[src/rtl/min2_search_ctrl.sv]
// Two-minimum search sequencer: frames one search per start pulse, tracks the
// two smallest unsigned EDs of the accepted candidate stream and hands the
// result downstream through a valid/ready handshake.
module min2_search_ctrl #(
  parameter int unsigned ED_W     = 32,
  parameter int unsigned NODE_W   = 32,
  parameter int unsigned MAX_CAND = 64,
  localparam int unsigned CNT_W   = $clog2(MAX_CAND + 1)
) (
  input  logic              clk,
  input  logic              rst,
  input  logic              start,
  input  logic              cand_valid,
  output logic              cand_ready,
  input  logic [ED_W-1:0]   cand_ed,
  input  logic [NODE_W-1:0] cand_node,
  input  logic              cand_last,
  output logic              res_valid,
  input  logic              res_ready,
  output logic [ED_W-1:0]   min1_ed,
  output logic [NODE_W-1:0] min1_node,
  output logic [ED_W-1:0]   min2_ed,
  output logic [NODE_W-1:0] min2_node,
  output logic [CNT_W-1:0]  cand_count,
  output logic              overflow,
  output logic              busy
);

  typedef enum logic [1:0] {
    ST_IDLE = 2'd0,
    ST_SCAN = 2'd1,
    ST_EMIT = 2'd2
  } state_t;

  state_t r_state;

  logic             w_beat;
  logic             w_lt1;
  logic             w_lt2;
  logic [CNT_W-1:0] w_cnt_nxt;
  logic             w_cnt_full;

  // Beat qualification and tracker comparisons (strict, so ties keep rank)
  always_comb begin
    w_beat     = cand_valid && cand_ready;
    w_lt1      = cand_ed < min1_ed;
    w_lt2      = cand_ed < min2_ed;
    w_cnt_nxt  = cand_count + CNT_W'(1);
    w_cnt_full = (w_cnt_nxt == CNT_W'(MAX_CAND));
  end

  // Sequencer with registered outputs; start clears trackers and opens a search
  always_ff @(posedge clk) begin
    if (rst) begin
      r_state    <= ST_IDLE;
      cand_ready <= 1'b0;
      res_valid  <= 1'b0;
      busy       <= 1'b0;
      overflow   <= 1'b0;
      cand_count <= '0;
      min1_ed    <= '1;
      min2_ed    <= '1;
      min1_node  <= '0;
      min2_node  <= '0;
    end else begin
      case (r_state)
        ST_IDLE: begin
          if (start) begin
            r_state    <= ST_SCAN;
            cand_ready <= 1'b1;
            busy       <= 1'b1;
            overflow   <= 1'b0;
            cand_count <= '0;
            min1_ed    <= '1;
            min2_ed    <= '1;
            min1_node  <= '0;
            min2_node  <= '0;
          end
        end
        ST_SCAN: begin
          if (start) begin
            // Restart: any beat presented this cycle is discarded
            overflow   <= 1'b0;
            cand_count <= '0;
            min1_ed    <= '1;
            min2_ed    <= '1;
            min1_node  <= '0;
            min2_node  <= '0;
          end else if (w_beat) begin
            cand_count <= w_cnt_nxt;
            if (w_lt1) begin
              min2_ed   <= min1_ed;
              min2_node <= min1_node;
              min1_ed   <= cand_ed;
              min1_node <= cand_node;
            end else if (w_lt2) begin
              min2_ed   <= cand_ed;
              min2_node <= cand_node;
            end
            if (cand_last || w_cnt_full) begin
              r_state    <= ST_EMIT;
              cand_ready <= 1'b0;
              res_valid  <= 1'b1;
              overflow   <= !cand_last;
            end
          end
        end
        ST_EMIT: begin
          if (res_ready) begin
            r_state   <= ST_IDLE;
            res_valid <= 1'b0;
            busy      <= 1'b0;
          end
        end
        default: begin
          r_state    <= ST_IDLE;
          cand_ready <= 1'b0;
          res_valid  <= 1'b0;
          busy       <= 1'b0;
        end
      endcase
    end
  end

endmodule

[config.mk]
export PLATFORM = sky130hd
export DESIGN_NAME = min2_search_ctrl
export DESIGN_NICKNAME = d
export VERILOG_FILES = /design/src/rtl/min2_search_ctrl.sv
export SDC_FILE = /design/constraint.sdc
export NUM_CORES = 1
export LEC_CHECK = 0
export CORE_MARGIN = 2
export CORE_UTILIZATION = 55
export DETAILED_ROUTE_END_ITERATION = 8
export DONT_BUFFER_PORTS = 1
export GPL_ROUTABILITY_DRIVEN = 1
export GPL_TIMING_DRIVEN = 0
export PLACE_DENSITY = 0.72
export SLEW_MARGIN = 20
export SYNTH_ARGS = -nofsm -noshare
export SYNTH_HDL_FRONTEND = slang
export SYNTH_SLANG_ARGS = --single-unit
export TNS_END_PERCENT = 50
[constraint.sdc]
create_clock -name clk -period 2.7 [get_ports clk]
set_input_delay 0.27 -clock clk [delete_from_list [all_inputs] [get_ports clk]]
set_output_delay 0.27 -clock clk [all_outputs]
set_load 0.03 [all_outputs]
# Word level (Yosys, flattened, before mapping)
# Cells that the tools add are included.
[totals]
reg_bits = 141
inputBits = 70
out_inout_bits = 139
wordCells = 87
[op_classes]
add_sub_neg = 1
magnitude_cmp = 2
eq_ne = 12
muxes = 46
n_bitwise = 3
reduce_logical = 13
[ops]
columns = ["operator", "n"]
rows = [
  ["32-bit 2-to-1 mux", 16],
  ["32-bit one-hot mux with 2 select lines", 4],
  ["32-bit < comparator", 2],
  ["7-bit 2-to-1 mux", 3],
  ["5-bit AND reduction", 3],
  ["7-bit one-hot mux with 2 select lines", 1],
  ["1-bit 2-to-1 mux", 12],
  ["4-bit AND reduction", 3],
  ["2-bit 2-to-1 mux", 5],
  ["2-bit != test (second input constant)", 5],
  ["3-bit != test (second input constant)", 3],
  ["1-bit one-hot mux with 3 select lines", 3],
  ["7-bit by 1-bit adder with 7-bit output (second input constant)", 1],
  ["7-bit equality test (second input constant)", 1],
  ["2-bit one-hot mux with 3 select lines", 1],
  ["3-bit AND reduction", 2],
  ["4-bit != test (second input constant)", 1],
  ["1-bit inverter", 3],
  ["2-bit by 1-bit equality test with 1-bit output (second input constant)", 1],
  ["2-bit equality test (second input constant)", 1],
  ["2-bit logical NOT", 1],
  ["1-bit one-hot mux with 2 select lines", 1],
  ["2-bit nonzero test", 1],
  ["1-bit logical AND", 1],
  ["2 further kinds", 2],
]

# Depth between registers and ports, before layout
# Gate-level depths: netlist of the first run.
[logic_depth]
ltp_word = 7
mapped_depth = 11

# Least setup slack after synthesis of the first run
# OpenSTA, ideal clock, no wires.
[synth_timing]
path_type = "register to register"
start = "reg min1_ed[30]"
end = "reg min2_ed[20]"
arrival_ps = 2697
required_time_ps = 2628
path_slack_ps = -68
path_stages_with_launch = 12
path_buffers = 2
synth_period_minus_slack_ps = 2768
path_cell_list = "dfxtp_1 > inv_1 > ha_1 > a21oi_1 > nand2_1 > a221oi_1 > o211ai_1 > a41oi_1 > clkbuf_1 > buf_2 > mux2_2 > mux2i_1"
[synth_between]
elab_chain_cells = 5
word_cells_on_any_way = 7
[synth_rtl]
columns = ["element", "line", "rtl"]
rows = [
  ["start, declared", "20", "output logic [ED_W-1:0] min1_ed,"],
  ["start signal, assigned", "94", "min1_ed <= cand_ed;"],
  ["32-bit < comparator (*)", "46", "w_lt1 = cand_ed < min1_ed;"],
  ["32-bit 2-to-1 mux", "91", "if (w_lt1) begin"],
  ["32-bit 2-to-1 mux", "89", "end else if (w_beat) begin"],
  ["32-bit 2-to-1 mux", "81", "if (start) begin"],
  ["32-bit one-hot mux with 2 select lines", "66", "case (r_state)"],
  ["end signal, assigned", "92", "min2_ed <= min1_ed;"],
  ["end signal, assigned", "97", "min2_ed <= cand_ed;"],
  ["end, declared", "22", "output logic [ED_W-1:0] min2_ed,"],
]
# Mark *: on every way between the ends. The rest lies on a longest branch, timed or not. The select of a mux whose other input is x is not followed.
# A chain may end at the register's enable or synchronous reset.

# Worst setup path in the final report of the first run
[layout_timing]
start = "reg min2_ed[25]"
end = "reg min2_node[28]"
[layout_between]
elab_chain_cells = 3
[layout_rtl]
columns = ["element", "line", "rtl"]
rows = [
  ["32-bit < comparator", "47", "w_lt2 = cand_ed < min2_ed;"],
  ["4-bit != test (no source line)", "n/a", ""],
  ["4-bit AND reduction (no source line)", "n/a", ""],
  ["end signal, assigned", "93", "min2_node <= min1_node;"],
  ["end signal, assigned", "98", "min2_node <= cand_node;"],
  ["end, declared", "23", "output logic [NODE_W-1:0] min2_node,"],
]
# Every way passes these cells.

==> results of run 1 <==
## final cells by class
cell class / count / area, µm² / area share, %
clock buffers: 19 / 433 / 4.47
multi-input cells: 671 / 5120 / 52.8
plain buffers: 53 / 423 / 4.37
inverters: 64 / 250 / 2.58
flip-flops and latches: 141 / 2950 / 30.4
well taps: 184 / 230 / 2.38
clock inverters: 13 / 119 / 1.23
repair buffers: 14 / 166 / 1.72
## report_power, final
group	switching, mW	total, mW	internal, mW
clock network	0.949	2.22	1.27
registers	0.0922	2.18	2.09
logic	0.245	0.445	0.200
total	1.29	4.85	3.56
## sequential cells by signal, indices dropped and copies added (netlist names)
register    cells
busy            1
cand_count      7
cand_ready      1
min1_ed        32
min1_node      32
min2_ed        32
min2_node      32
overflow        1
r_state         2
res_valid       1
## synthesized netlist by cell type, types with 2 or more instances
library cell	number
clkbuf_1	32
a21o_1	9
mux2i_1	128
a41oi_1	2
a22oi_1	2
and3_1	4
a31oi_1	2
nor4_1	2
nor3_1	5
nand2_1	81
buf_2	13
a41o_1	2
a211o_1	3
nor3b_1	2
o211ai_1	2
mux2_1	26
o21ai_0	14
a211oi_1	2
nand2b_1	67
ha_1	64
mux2_2	38
a21oi_1	33
buf_6	6
nand4_1	7
xnor2_1	2
nor2_1	149
dfxtp_1	141
o21a_1	3
nand3_1	6
inv_1	64
a2111oi_0	4
## layer usage
layer | up-vias | GRT usage [%] | share of wire (%)
met3 | 42 | 9.60 | 8.8
met1 | 3154 | 31.6 | 41
met5 | - | 0 | 0
li1 | 3202 | - | -
met2 | 244 | 44.7 | 48
met4 | 0 | 9.37 | 2.4
## cells by family after synthesis
family | count (synthesis) | share of synthesized area, %
AO/OA/AOI/OAI | 83 | 6.44
adder cells (fa/ha/maj) | 64 | 9.81
XOR/XNOR | 2 | 0.215
multiplexers | 192 | 24.5
flip-flops | 141 | 34.6
AND/OR/NAND/NOR | 330 | 18.2
buffers and inverters | 117 | 6.18
## worst max path at each step
stage | slack, ns | to | cells past startpoint | start
6_report | -0.10 | min2_node[28] | 11 | min2_ed[25]
4_1_cts | -0.01 | min2_node[14] | 11 | min1_ed[30]
2_1_floorplan | 0.01 | min1_ed[30] | 11 | min1_ed[31]
3_3_place_gp | -0.80 | min1_node[28] | 11 | min1_ed[29]
5_1_grt | -0.18 | min2_ed[25] | 10 | min1_ed[24]
3_5_place_dp | -0.75 | min1_ed[15] | 11 | min1_ed[3]
## repair_timing
action | in CTS | in global routing
hold buffers | 3 | 0
setup endpoints to repair | 128 | 124
pin swaps | 8 | 14
hold endpoints to repair | 3 | 0
cloned | 3 | 2
gates resized for setup | 130 | 49
buffers inserted | 5 | 3
## worst max-delay path: stages (launching register included)
cell	delay (ns)
dfxtp_4	0.41
inv_2	0.06
ha_4	0.21
a21o_1	0.18
a21o_1	0.17
a211o_1	0.31
or4b_4	0.57
a21oi_4	0.15
a2111oi_4	0.07
buf_6	0.22
buf_12	0.16
mux2i_4	0.18
## through the flow
step	cell area, µm²	total power [mW]	util [%]	setup WS [ns]	hold slack (ns)
finish	9680	4.85	66.6	-0.103	0.00429
global route	9680	5.00	66.6	-0.178	0.00974
floorplan	8160	2.51	-	0.0144	0.424
global placement	8390	2.61	57.7	-0.802	0.434
detailed placement	8390	2.61	57.7	-0.750	0.441
CTS	9460	4.85	65.1	-0.0132	0.000180
==> impl_metrics.csv, run 1 <==
group,metric,value,unit
outcome,status,"finished, violations left",
outcome,violations,"setup timing",
worst_setup_path,cp-end-kind,"flip-flop",
yosys,netlist-cell-type-count,45,
sta,timing.fmax,357,MHz
die,io-pin-count,209,
layout,final_layout_size_suffix_gt1_share,19.3,%
yosys,ys_seq_elements,141,
worst_setup_path,regToRegStartpoint,"min2_ed[25]",
worst_setup_path,reg2reg_slack,-0.10,ns
drt,vias,6642,
layout,fillCellCount,1157,
worst_setup_path,cp_max_fo,8,
power_and_ir_drop,leakage,4.27,nW
clock_tree,insertion_delay,0.42,ns
yosys,synth_top_area_share,34.6,%
layout,antenna_cells,0,
clock_tree,cts_buffers,17,
worst_setup_path,path_class,"flip-flop to flip-flop",
sta,setup_viol,65,
die,die_area,15800,µm²
yosys,async_flop_share,0,%
yosys,yosysSeqAreaShare,34.6,%
clock_tree,cts_buffer_depth,2,
clock_tree,cts_max_level,4,
drt,first_iter_violations,358,
clock_tree,cts_tree,"done",
placed_design,place.gp.congestion,0.859,
sta,slew_violations,0,
yosys,ys_top_cells_by_area,"dfxtp_1 35%, mux2i_1 16%, ha_1 9.8%",
sta,timing.final.crit_share,104,%
drt,drc,0,
worst_setup_path,startpoint_type,"flip-flop",
placed_design,dp_hpwl,15.6,mm
hold_path,holdPathStages,2,
sta,rsz0062_at_grt,"yes",
worst_setup_path,rr_endpoint,"min2_node[28]",
power_and_ir_drop,ir_worst_vdd,535,µV
worst_setup_path,cp_data_arrival_time,3.12,ns
sta,period_minus_slack,2.80,ns
yosys,yosysTopAreaCell,"dfxtp_1",
sta,finalWorstSetupSlack,-0.103,ns
placed_design,dp.cells,1113,
clock_tree,clockRootBuffer,"clkbuf_16",
global_routing,gr-total-overflow,0,
hold_path,hp-start,"cand_node[0]",
yosys,synth.cell_area,8160,µm²
drt,ant_nets,0,
die,rows,44,
clock_tree,cts_sinks,141,
global_routing,grt_pass1_vias,6645,
sta,maxSlewHeadroom,49.6,%
yosys,synth_nets,1063,
layout,most-common-layout-cells,"148 x nor2_1, 127 x mux2i_1, 95 x dfxtp_1, 81 x nand2_1, 67 x nand2b_1",
die,die_h,126,µm
flow_run,cap_viol_max_count,0,
sta,finalHoldViolations,0,
die,core_area,14500,µm²
sta,skew,0.00903,ns
sta,tightest_slew,0.751,ns
yosys,synth_warnings,0,
hold_path,hold_end,"min1_node[0]",
worst_setup_path,cp.required,3.01,ns
worst_setup_path,rr_worst_depth,11,
die,start_util,56.1,%
die,die_x,126,µm
yosys,syn_inst,929,
global_routing,grt_usage,26.6,%
global_routing,antenna_found_initial,0,
layout,final_cells,1159,
drt,drt_pass1_iterations,5,
hold_path,hp-class,"primary input to flip-flop",
global_routing,grt_first_pass_wirelength,34.0,mm
drt,drt-total-wl,21.9,mm
drt,routedWlPerCell,18.9,µm
clock_tree,path_clk_slew,0.06,ns
yosys,synth_edf_count,0,
drt,via_per_inst,5.73,
global_routing,grt_max_degree,17,
placed_design,io_buffers,0,
layout,area_growth,18.7,%
layout,mostFrequentLayoutCell,"nor2_1",
yosys,syn_area_per_cell,8.78,µm²
yosys,ys.flop_type,"dfxtp_1",
layout,nets,1096,
power_and_ir_drop,power_density,501,nW/µm²
sta,tns,-3.20,ns
Power figures use the tool's default switching activity.
==> run 2: changes to the inputs <==
- CORE_UTILIZATION: 55 -> 50
- DONT_BUFFER_PORTS: 1 -> default
- PLACE_DENSITY: 0.72 -> 0.83
- SETUP_SLACK_MARGIN: default -> 0.4
==> impl_metrics.csv, run 2 (synthesis gave the netlist of run 1 again) <==
group,metric,value,unit
drt,drt_pass1_iterations,5,
placed_design,placed_area,10700,µm²
layout,fillCellCount,1060,
sta,period_minus_slack,2.89,ns
layout,most-common-layout-cells,"201 x clkdlybuf4s50_1, 148 x nor2_1, 124 x mux2i_1, 106 x dfxtp_1, 80 x nand2_1",
global_routing,grt_first_pass_wirelength,39.4,mm
worst_setup_path,cp_max_fo,10,
sta,slew_violations,0,
worst_setup_path,critPathSlowestCell,"a2111oi_4",
worst_setup_path,cp.required,3.05,ns
drt,routedWlPerCell,18.4,µm
flow_run,cap_viol_max_count,0,
worst_setup_path,path_class,"flip-flop to flip-flop",
worst_setup_path,worst-path-buf-inv,4,
layout,area_growth,50.9,%
worst_setup_path,cp_cell_sequence,"inv_2, ha_4, nand4_1, buf_4, nor2_1, nand2_1, o211ai_1, a41oi_4, a2111oi_4, buf_6, buf_12, mux2i_2",
sta,finalHoldViolations,0,
sta,timing.final.crit_share,107,%
layout,mostFrequentLayoutCell,"clkdlybuf4s50_1",
die,core_area,15900,µm²
global_routing,antenna_found_initial,0,
clock_tree,cts_tree,"done",
drt,drc,0,
placed_design,place.gp.congestion,0.838,
die,die_h,132,µm
die,die_area,17400,µm²
die,die_x,132,µm
drt,wl_met3,1.98,mm
placed_design,dp_hpwl,17.2,mm
drt,ant_nets,0,
power_and_ir_drop,power_density,438,nW/µm²
drt,drt-total-wl,26.2,mm
sta,holdWs,0.305,ns
placed_design,place_ws,-0.770,ns
sta,setup_viol,122,
power_and_ir_drop,power.total,5.40,mW
sta,maxSlewHeadroom,53.6,%
sta,skew,0.00681,ns
drt,first_iter_violations,449,
outcome,violations,"setup timing",
sta,rsz0062_at_grt,"yes",
clock_tree,insertion_delay,0.43,ns
clock_tree,cts_buffer_depth,2,
global_routing,grt_max_degree,17,
hold_path,hp-class,"primary input to flip-flop",
die,rows,46,
clock_tree,cts_max_level,4,
clock_tree,cts_sinks,141,
die,io-pin-count,209,
clock_tree,hold_buffers,0,
die,start_util,51.2,%
sta,timing.fmax,346,MHz
drt,vias,7787,
sta,finalWorstSetupSlack,-0.190,ns
worst_setup_path,max_stage_delay,0.51,ns
clock_tree,cts_buffers,17,
placed_design,io_buffers,207,
layout,nets,1325,
clock_tree,clockRootBuffer,"clkbuf_16",
power_and_ir_drop,leakage,5.38,nW
layout,final_layout_size_suffix_gt1_share,17.1,%
worst_setup_path,startpoint_type,"flip-flop",
layout,final_util,77.2,%
drt,via_per_inst,5.48,
global_routing,grt_usage,28.2,%
clock_tree,path_clk_slew,0.06,ns
global_routing,gr-total-overflow,0,
global_routing,grt_pass1_vias,7650,
worst_setup_path,cp_data_arrival_time,3.24,ns
drt,wl_met2,12.9,mm
layout,antenna_cells,0,
power_and_ir_drop,ir_worst_vdd,462,µV
sta,tightest_slew,0.696,ns
drt,top_layer_used,"met4",
layout,fin_area,12300,µm²
outcome,status,"finished, violations left",
drt,met1_length,10.6,mm
worst_setup_path,cp-end-kind,"flip-flop",
worst_setup_path,cpLargestDelayFamily,"compound AO/OA/AOI/OAI gates",
[run 2: cell types whose count changed in the layout (fill, tap and decap cells not counted), sizes merged]
cell           delta
buf              +20
bufbuf            +1
bufinv            +1
clkbuf            +9
clkdlybuf4s50   +201
clkinvlp          -4
dlygate4sd2       +3
dlygate4sd3       -3
dlymetal6s2s      +3
inv               -2
[run 2: worst register-to-register path, stage by stage, from the launching register on]
cell and delay [ns]:
dfxtp_2 0.36, inv_2 0.06, ha_4 0.28, nand4_1 0.23
buf_4 0.23, nor2_1 0.11, nand2_1 0.10, o211ai_1 0.17
a41oi_4 0.11, a2111oi_4 0.51, buf_6 0.26, buf_12 0.18
mux2i_2 0.23
[run 2: routing by layer]
layer | up-vias | global-route usage, %
met5 | - | 0
met4 | 0 | 11.2
met3 | 61 | 7.69
met2 | 314 | 48.1
met1 | 3729 | 33.8
li1 | 3683 | -
[run 2: repair_timing]
action                                  4_1_cts  5_1_grt
endpoints found under the setup margin      128      130
pin swaps                                    15       14
buffers inserted                             15        9
gates resized for setup                      66       59
gates cloned                                  7        5
[run 2: path summary, 6_finish.rpt]
check / startpoint / to / slack, ns / cells past startpoint
worst max-delay path: min1_ed[27] / min2_node[11] / -0.19 / 12
worst min-delay path: cand_ed[26] / min1_ed[26] / 0.31 / 3
worst max register to register: min1_ed[27] / min2_node[11] / -0.19 / 12
worst min register to register: min2_node[18] / min2_node[18] / 0.48 / 2
[run 2: final cells by class]
cell class | instances | area [µm²] | area share (%)
repair buffers | 243 | 2600 | 21.1
flip-flops and latches | 141 | 2890 | 23.5
clock inverters | 8 | 101 | 0.823
multi-input cells | 671 | 5160 | 41.9
inverters | 64 | 243 | 1.97
clock buffers | 24 | 524 | 4.26
well taps | 216 | 270 | 2.20
plain buffers | 53 | 523 | 4.25
[run 2: power breakdown]
group / internal (mW) / leakage, nW / switching [mW]
logic: 0.398 / 3.94 / 0.395
clock network: 1.54 / 0.310 / 0.925
registers: 2.11 / 1.13 / 0.0285
total: 4.05 / 5.38 / 1.35
[run 2: stage by stage]
step / setup TNS [ns] / std cells
3_5_place_dp: -81.59 / 1352
4_1_cts: 0 / 1406
6_report: -11.73 / 1420
3_3_place_gp: -79.97 / 1352
5_1_grt: -21.57 / 1420
2_1_floorplan: 0 / 929
